==> config.mk <==
export PLATFORM = sky130hd
export DESIGN_NAME = vpe_requant_pack_flat
export DESIGN_NICKNAME = d
export VERILOG_FILES = /design/src/rtl/vpe_requant_pack_pkg.sv /design/src/rtl/vpe_requant_pack_if.sv /design/src/rtl/vpe_requant_core.sv /design/src/rtl/vpe_requant_pack.sv /design/src/flat_wrapper.sv
export SDC_FILE = /design/constraint.sdc
export NUM_CORES = 2
export LEC_CHECK = 0
export ABC_CLOCK_PERIOD_IN_PS = 26400
export BUFFER_PORTS_ARGS = -buffer_cell sky130_fd_sc_hd__buf_2
export CAP_MARGIN = 20
export CORE_UTILIZATION = 54
export DETAILED_ROUTE_END_ITERATION = 16
export PLACE_DENSITY = 0.74
export SYNTH_ARGS = -nofsm -noshare
export SYNTH_HDL_FRONTEND = slang
export SYNTH_HIERARCHICAL = 1
export SYNTH_SLANG_ARGS = --single-unit
export TNS_END_PERCENT = 100
==> constraint.sdc <==
create_clock -name clk -period 26.4 [get_ports clk]
set_input_delay 7.92 -clock clk [delete_from_list [all_inputs] [get_ports clk]]
set_output_delay 7.92 -clock clk [all_outputs]
set_load 0.02 [all_outputs]
==> src/rtl/vpe_requant_pack_pkg.sv <==
// Shared VPU requant definitions: int8 limits, product-width helper and the
// packed-lane type used by the packer and its consumers.
package vpe_requant_pack_pkg;

    localparam int INT8_MIN = -128;
    localparam int INT8_MAX = 127;
    localparam int VPE_PACK = 4;

    typedef logic [VPE_PACK-1:0][7:0] lane_vec_t;

    // Signed psum times unsigned scale: one extra bit carries the scale's
    // zero-extended sign so the product never truncates.
    function automatic int prod_width(input int psum_w, input int scale_w);
        return psum_w + scale_w + 1;
    endfunction

endpackage

==> src/rtl/vpe_requant_pack_if.sv <==
// Psum input stream and packed-word output stream of the requant packer.
//
// Handshake: a transfer happens on a rising clk edge where valid and ready
// are both 1. The source holds data/last/keep stable while valid=1 and
// ready=0; ready may depend combinationally on the sink's state.
interface vpe_requant_pack_if #(
    parameter int PSUM_WIDTH = 32,
    parameter int PACK       = 4
);
    logic                  in_valid;
    logic                  in_ready;
    logic [PSUM_WIDTH-1:0] in_data;
    logic                  in_last;

    logic                  out_valid;
    logic                  out_ready;
    logic [8*PACK-1:0]     out_data;
    logic [PACK-1:0]       out_keep;
    logic                  out_last;

    modport master (
        output in_valid, in_data, in_last, out_ready,
        input  in_ready, out_valid, out_data, out_keep, out_last
    );

    modport slave (
        input  in_valid, in_data, in_last, out_ready,
        output in_ready, out_valid, out_data, out_keep, out_last
    );
endinterface

==> src/rtl/vpe_requant_core.sv <==
// Two-stage requant arithmetic: S1 multiplies by the scale, S2 rounds,
// shifts, adds the zero point and saturates to int8. Both stages freeze on hold.
module vpe_requant_core
    import vpe_requant_pack_pkg::*;
#(
    parameter int PSUM_WIDTH  = 32,
    parameter int SCALE_WIDTH = 16,
    parameter int SHIFT_WIDTH = 6
) (
    input  logic                   clk,
    input  logic                   rst,
    input  logic                   hold,
    input  logic                   in_fire,
    input  logic [PSUM_WIDTH-1:0]  in_data,
    input  logic                   in_last,
    input  logic [SCALE_WIDTH-1:0] scale,
    input  logic [SHIFT_WIDTH-1:0] shift,
    input  logic [7:0]             zero_point,
    output logic                   s1_valid,
    output logic                   s2_valid,
    output logic [7:0]             s2_byte,
    output logic                   s2_last
);

    localparam int PW = prod_width(PSUM_WIDTH, SCALE_WIDTH);
    localparam int RW = PW + 1;
    localparam logic signed [RW-1:0] Z_MAX = RW'(INT8_MAX);
    localparam logic signed [RW-1:0] Z_MIN = RW'(INT8_MIN);

    logic signed [PW-1:0] data_ext;
    logic signed [PW-1:0] scale_ext;
    logic signed [PW-1:0] prod_next;
    logic signed [PW-1:0] s1_prod;
    logic                 s1_last;

    logic signed [RW-1:0] rnd;
    logic signed [RW-1:0] rsum;
    logic signed [RW-1:0] shifted;
    logic signed [RW-1:0] zsum;
    logic [7:0]           byte_next;

    always_comb begin
        data_ext  = {{(PW-PSUM_WIDTH){in_data[PSUM_WIDTH-1]}}, in_data};
        scale_ext = {{(PW-SCALE_WIDTH){1'b0}}, scale};
        prod_next = data_ext * scale_ext;
    end

    // One extra bit above the product absorbs the rounding addend, so the
    // saturation compare always sees the exact value.
    always_comb begin
        rnd = '0;
        if (shift != '0) begin
            rnd = RW'(1) << (shift - SHIFT_WIDTH'(1));
        end
        rsum    = {s1_prod[PW-1], s1_prod} + rnd;
        shifted = rsum >>> shift;
        zsum    = shifted + {{(RW-8){zero_point[7]}}, zero_point};
        byte_next = zsum[7:0];
        if (zsum > Z_MAX) begin
            byte_next = 8'(INT8_MAX);
        end else if (zsum < Z_MIN) begin
            byte_next = 8'(INT8_MIN);
        end
    end

    always_ff @(posedge clk) begin
        if (!rst) begin
            s1_valid <= 1'b0;
            s1_last  <= 1'b0;
            s1_prod  <= '0;
            s2_valid <= 1'b0;
            s2_last  <= 1'b0;
            s2_byte  <= '0;
        end else if (!hold) begin
            s1_valid <= in_fire;
            s1_last  <= in_last;
            s1_prod  <= prod_next;
            s2_valid <= s1_valid;
            s2_last  <= s1_last;
            s2_byte  <= byte_next;
        end
    end

endmodule

==> src/rtl/vpe_requant_pack.sv <==
// Requantize 32-bit psums to int8 and pack PACK lanes per output word, with
// last/keep flushing of partial words and full backpressure.
module vpe_requant_pack
    import vpe_requant_pack_pkg::*;
#(
    parameter int PSUM_WIDTH  = 32,
    parameter int SCALE_WIDTH = 16,
    parameter int SHIFT_WIDTH = 6,
    parameter int PACK        = VPE_PACK
) (
    input  logic                   clk,
    input  logic                   rst,
    input  logic [SCALE_WIDTH-1:0] rq_scale,
    input  logic [SHIFT_WIDTH-1:0] rq_shift,
    input  logic [7:0]             rq_zero_point,
    vpe_requant_pack_if.slave      stream,
    output logic                   busy
);

    localparam int CW = (PACK > 1) ? $clog2(PACK) : 1;

    logic                   stall;
    logic                   in_fire;
    logic                   s1_valid;
    logic                   s2_valid;
    logic [7:0]             s2_byte;
    logic                   s2_last;

    logic [CW-1:0]          cnt_q;
    logic [PACK-1:0][7:0]   lanes_q;
    logic [PACK-1:0][7:0]   lanes_next;
    logic [PACK-1:0]        keep_next;
    logic                   word_done;

    logic                   out_valid_q;
    logic [PACK-1:0][7:0]   out_data_q;
    logic [PACK-1:0]        out_keep_q;
    logic                   out_last_q;

    // A word that cannot leave freezes the whole pipe, input side included.
    assign stall           = out_valid_q & ~stream.out_ready;
    assign stream.in_ready = ~stall;
    assign in_fire         = stream.in_valid & ~stall;

    vpe_requant_core #(
        .PSUM_WIDTH  (PSUM_WIDTH),
        .SCALE_WIDTH (SCALE_WIDTH),
        .SHIFT_WIDTH (SHIFT_WIDTH)
    ) u_core (
        .clk        (clk),
        .rst        (rst),
        .hold       (stall),
        .in_fire    (in_fire),
        .in_data    (stream.in_data),
        .in_last    (stream.in_last),
        .scale      (rq_scale),
        .shift      (rq_shift),
        .zero_point (rq_zero_point),
        .s1_valid   (s1_valid),
        .s2_valid   (s2_valid),
        .s2_byte    (s2_byte),
        .s2_last    (s2_last)
    );

    always_comb begin
        lanes_next        = lanes_q;
        lanes_next[cnt_q] = s2_byte;
        word_done         = s2_valid & ((cnt_q == CW'(PACK - 1)) | s2_last);
        keep_next         = '0;
        for (int i = 0; i < PACK; i++) begin
            keep_next[i] = (CW'(i) <= cnt_q);
        end
    end

    // Lanes are cleared whenever a word leaves the packer, so unused lanes of
    // a flushed partial word are already zero.
    always_ff @(posedge clk) begin
        if (!rst) begin
            cnt_q       <= '0;
            lanes_q     <= '0;
            out_valid_q <= 1'b0;
            out_data_q  <= '0;
            out_keep_q  <= '0;
            out_last_q  <= 1'b0;
        end else if (!stall) begin
            if (word_done) begin
                cnt_q       <= '0;
                lanes_q     <= '0;
                out_valid_q <= 1'b1;
                out_data_q  <= lanes_next;
                out_keep_q  <= keep_next;
                out_last_q  <= s2_last;
            end else begin
                if (s2_valid) begin
                    cnt_q   <= cnt_q + CW'(1);
                    lanes_q <= lanes_next;
                end
                if (out_valid_q && stream.out_ready) begin
                    out_valid_q <= 1'b0;
                end
            end
        end
    end

    assign stream.out_valid = out_valid_q;
    assign stream.out_data  = out_data_q;
    assign stream.out_keep  = out_keep_q;
    assign stream.out_last  = out_last_q;

    assign busy = s1_valid | s2_valid | (cnt_q != '0) | out_valid_q;

endmodule

==> src/flat_wrapper.sv <==
// flat-port wrapper written by rule: the top's interface ports become plain ports
module vpe_requant_pack_flat import vpe_requant_pack_pkg::*;
#(
    parameter int PSUM_WIDTH  = 32,
    parameter int SCALE_WIDTH = 16,
    parameter int SHIFT_WIDTH = 6,
    parameter int PACK        = VPE_PACK
)
  (clk, rst, rq_scale, rq_shift, rq_zero_point, busy, stream_in_valid, stream_in_data, stream_in_last, stream_out_ready, stream_in_ready, stream_out_valid, stream_out_data, stream_out_keep, stream_out_last);
  vpe_requant_pack_if #(.PSUM_WIDTH(PSUM_WIDTH), .PACK(PACK)) stream_i ();
  input  logic clk;
  input  logic rst;
  input  logic [SCALE_WIDTH-1:0] rq_scale;
  input  logic [SHIFT_WIDTH-1:0] rq_shift;
  input  logic [7:0] rq_zero_point;
  output logic busy;
  input wire logic [$bits(stream_i.in_valid)-1:0] stream_in_valid;
  input wire logic [$bits(stream_i.in_data)-1:0] stream_in_data;
  input wire logic [$bits(stream_i.in_last)-1:0] stream_in_last;
  input wire logic [$bits(stream_i.out_ready)-1:0] stream_out_ready;
  output wire logic [$bits(stream_i.in_ready)-1:0] stream_in_ready;
  output wire logic [$bits(stream_i.out_valid)-1:0] stream_out_valid;
  output wire logic [$bits(stream_i.out_data)-1:0] stream_out_data;
  output wire logic [$bits(stream_i.out_keep)-1:0] stream_out_keep;
  output wire logic [$bits(stream_i.out_last)-1:0] stream_out_last;
  assign stream_i.in_valid = stream_in_valid;
  assign stream_i.in_data = stream_in_data;
  assign stream_i.in_last = stream_in_last;
  assign stream_i.out_ready = stream_out_ready;
  assign stream_in_ready = stream_i.in_ready;
  assign stream_out_valid = stream_i.out_valid;
  assign stream_out_data = stream_i.out_data;
  assign stream_out_keep = stream_i.out_keep;
  assign stream_out_last = stream_i.out_last;
  vpe_requant_pack #(.PSUM_WIDTH(PSUM_WIDTH), .SCALE_WIDTH(SCALE_WIDTH), .SHIFT_WIDTH(SHIFT_WIDTH), .PACK(PACK)) u_core (.clk(clk), .rst(rst), .rq_scale(rq_scale), .rq_shift(rq_shift), .rq_zero_point(rq_zero_point), .stream(stream_i), .busy(busy));
endmodule
==> qor.yml <==
synthDominantCellAreaShare_pct: 29.1
fp.dieH_um: 252
seq_area_frac_synth_pct: 7.87
routed_wl_um: 96000
ctsRootBufferMaster: "clkbuf_16"
antenna_found_initial: 1
drt_iter0_drc: 2632
syn_area_sq_um: 33800
tightest_slew_ns: 1.12
maxSlewViolCount: 0
final_common_cell: "nand2_1"
whs_path_depth: 1
antenna_cells: 0
synth_cell_types: 103
hold_class: "flip-flop to flip-flop"
setup_viol: 0
synthCells: 4169
drc: 0
period_share_pct: 68.0
syn_area_per_cell_sq_um: 8.11
synth.area.top_cells: "fa_1 29%, ha_1 8.1%, dfxtp_1 7.9%, nand2_1 6.5%, inv_1 6.2%"
portBuffers: 106
syn_nets: 4947
cts_hold_buffers: 0
pin_count: 107
viasPerCell: 6.06
postCtsSetupRepairBufs: 0
grtUsageTotal_pct: 30.4
crit_slowest_cell: "nand2_1"
ys_warn_count: 6
status: "finished, final reports clean"
tns_ns: 0
cts_max_path_buffers: 2
start_kind: "input port"
worst-path-buf-inv: 2
path_clk_slew_ns: 0.07
path_class: "input port to flip-flop"
fmax_ghz: 0.0557
cp-end-kind: "flip-flop"
synth_async_sr_flop_share_pct: 0
rsz0062_at_grt: "no"
fin_crit_ns: 17.95
core_sq_um: 61800
drtPass1Iterations: 8
cts.sinks: 133
clk_latency_ns: 0.44
dp_hpwl_um: 75800
cts_resized: 0
hold_viol: 0
dieArea_sq_um: 63700
cts_tree: "done"
gp_congestion: 1.04
max-slew-margin-rel_pct: 25.2
grt_max_degree: 96
layout_common_cells: "587 x nand2_1, 558 x inv_1, 491 x fa_1, 269 x and2_1, 220 x ha_1"
reg2reg_depth: 27
wire_per_inst_um: 19.5
area_growth_pct: 4.00
critPathMaxFanout: 25
dominantRegCellSynth: "dfxtp_1"
worst_path_most_repeated_cell: "a211oi_1"
cp.depth: 31
synth-edff-count: 0
initial_core_util_pct: 54.7
htreeDepth: 4
crit_arrival_ns: 18.33
ant_nets: 0
cts_buffers: 17
grt.overflow.total: 0
fin_nets: 4846
final_layout_size_suffix_gt1_share_pct: 6.13
grt_pass1_vias: 29600
path_delay_family: "compound AO/OA/AOI/OAI gates"
grt_pass1_wl_um: 156000
fp.dieW_um: 252
fin_skew_ns: 0.0146
dr_total_vias: 29826
synth.largest_area_cell: "fa_1"
required_ns: 26.78
max_stage_delay_ns: 1.01
drv_cap: 0
synth_seq_cells: 133
rows: 91
Yosys cell counts, drive strengths merged (10+ instances only):
master   count
nand2      589
nor4        20
and3        30
o211a       45
a21oi      198
o22ai       35
clkbuf     207
nand2b      19
a211oi      52
mux4        25
a31oi       34
o21bai      27
a211o       14
xor2        55
or3         21
buf         40
inv        559
o21a        29
nor3        63
xnor2       61
o221ai      13
nand4       80
o21ai      168
mux2i       91
dfxtp      133
and4        15
o211ai      28
ha         220
a221oi      16
a21o        85
and2       271
nor2b       29
nor2       169
a21boi      10
nand3       70
a2111oi     11
mux2        21
fa         491
o31ai       20
per-stage QoR:
step,setup slack [ns],hold slack (ns),utilization (%),area [sq um],std cells
after CTS,8.85,0.469,56.9,35200,4917
after floorplan,9.96,0.446,-,33800,4169
after detailed placement,8.41,0.452,55.9,34600,4885
after global placement,8.60,0.445,55.9,34600,4885
after global routing,7.81,0.487,56.9,35200,4918
final,8.45,0.469,56.9,35200,4918
path summary, 6_finish.rpt:
kind	from	to	slack [ns]
setup / recovery	rq_shift[4]	u_core/u_core/s2_byte[5]	8.45
hold / removal	u_core/stream.out_keep[0]	u_core/stream.out_keep[0]	0.47
setup reg to reg	u_core/u_core/s1_prod[0]	u_core/u_core/s2_byte[5]	17.81
hold reg to reg	u_core/stream.out_keep[0]	u_core/stream.out_keep[0]	0.47
registers in the layout, indices dropped and copies added (netlist names):
| signal | count |
|---|---|
| u_core/stream.out_valid | 1 |
| u_core/lanes_q | 32 |
| u_core/u_core/s1_last | 1 |
| u_core/cnt_q | 2 |
| u_core/u_core/s1_valid | 1 |
| u_core/u_core/s2_last | 1 |
| u_core/stream.out_keep | 4 |
| u_core/stream.out_data | 32 |
| u_core/stream.out_last | 1 |
| u_core/u_core/s2_byte | 8 |
| u_core/u_core/s1_prod | 49 |
| u_core/u_core/s2_valid | 1 |
layer usage:
metal / routed length (um) / part of all wire (%) / global-route usage (%) / vias up
li1: - / - / - / 13782
met1: 42700 / 44 / 42.9 / 14729
met2: 44100 / 46 / 49.0 / 1148
met3: 6790 / 7.1 / 3.67 / 165
met4: 2430 / 2.5 / 8.73 / 2
met5: 7 / 0.0073 / 0 / -
cell families (layout without fill, tap and decap cells):
| group | Yosys count | in the layout | synth area share (%) |
|---|---|---|---|
| buf+inv | 813 | 725 | 9.25 |
| compound gates | 855 | 855 | 17.3 |
| fa+ha+maj | 711 | 711 | 37.2 |
| mux | 137 | 137 | 5.06 |
| simple gates | 1404 | 1404 | 20.3 |
| flops | 133 | 133 | 7.87 |
| xor+xnor | 116 | 116 | 3.00 |
cell type report:
class                           instances  area, sq um
Fill cell                            5699        26600
Multi-Input combinational cell       3223        28000
Tap cell                              837         1050
Clock buffer                           17          425
Sequential cell                       133         2660
Clock inverter                         15          194
Timing Repair Buffer                  127          688
Inverter                              566         2120
Power is left out: the tool's default activity adds up to more than one toggle a clock period on the data nets, which glitch-free logic cannot reach.
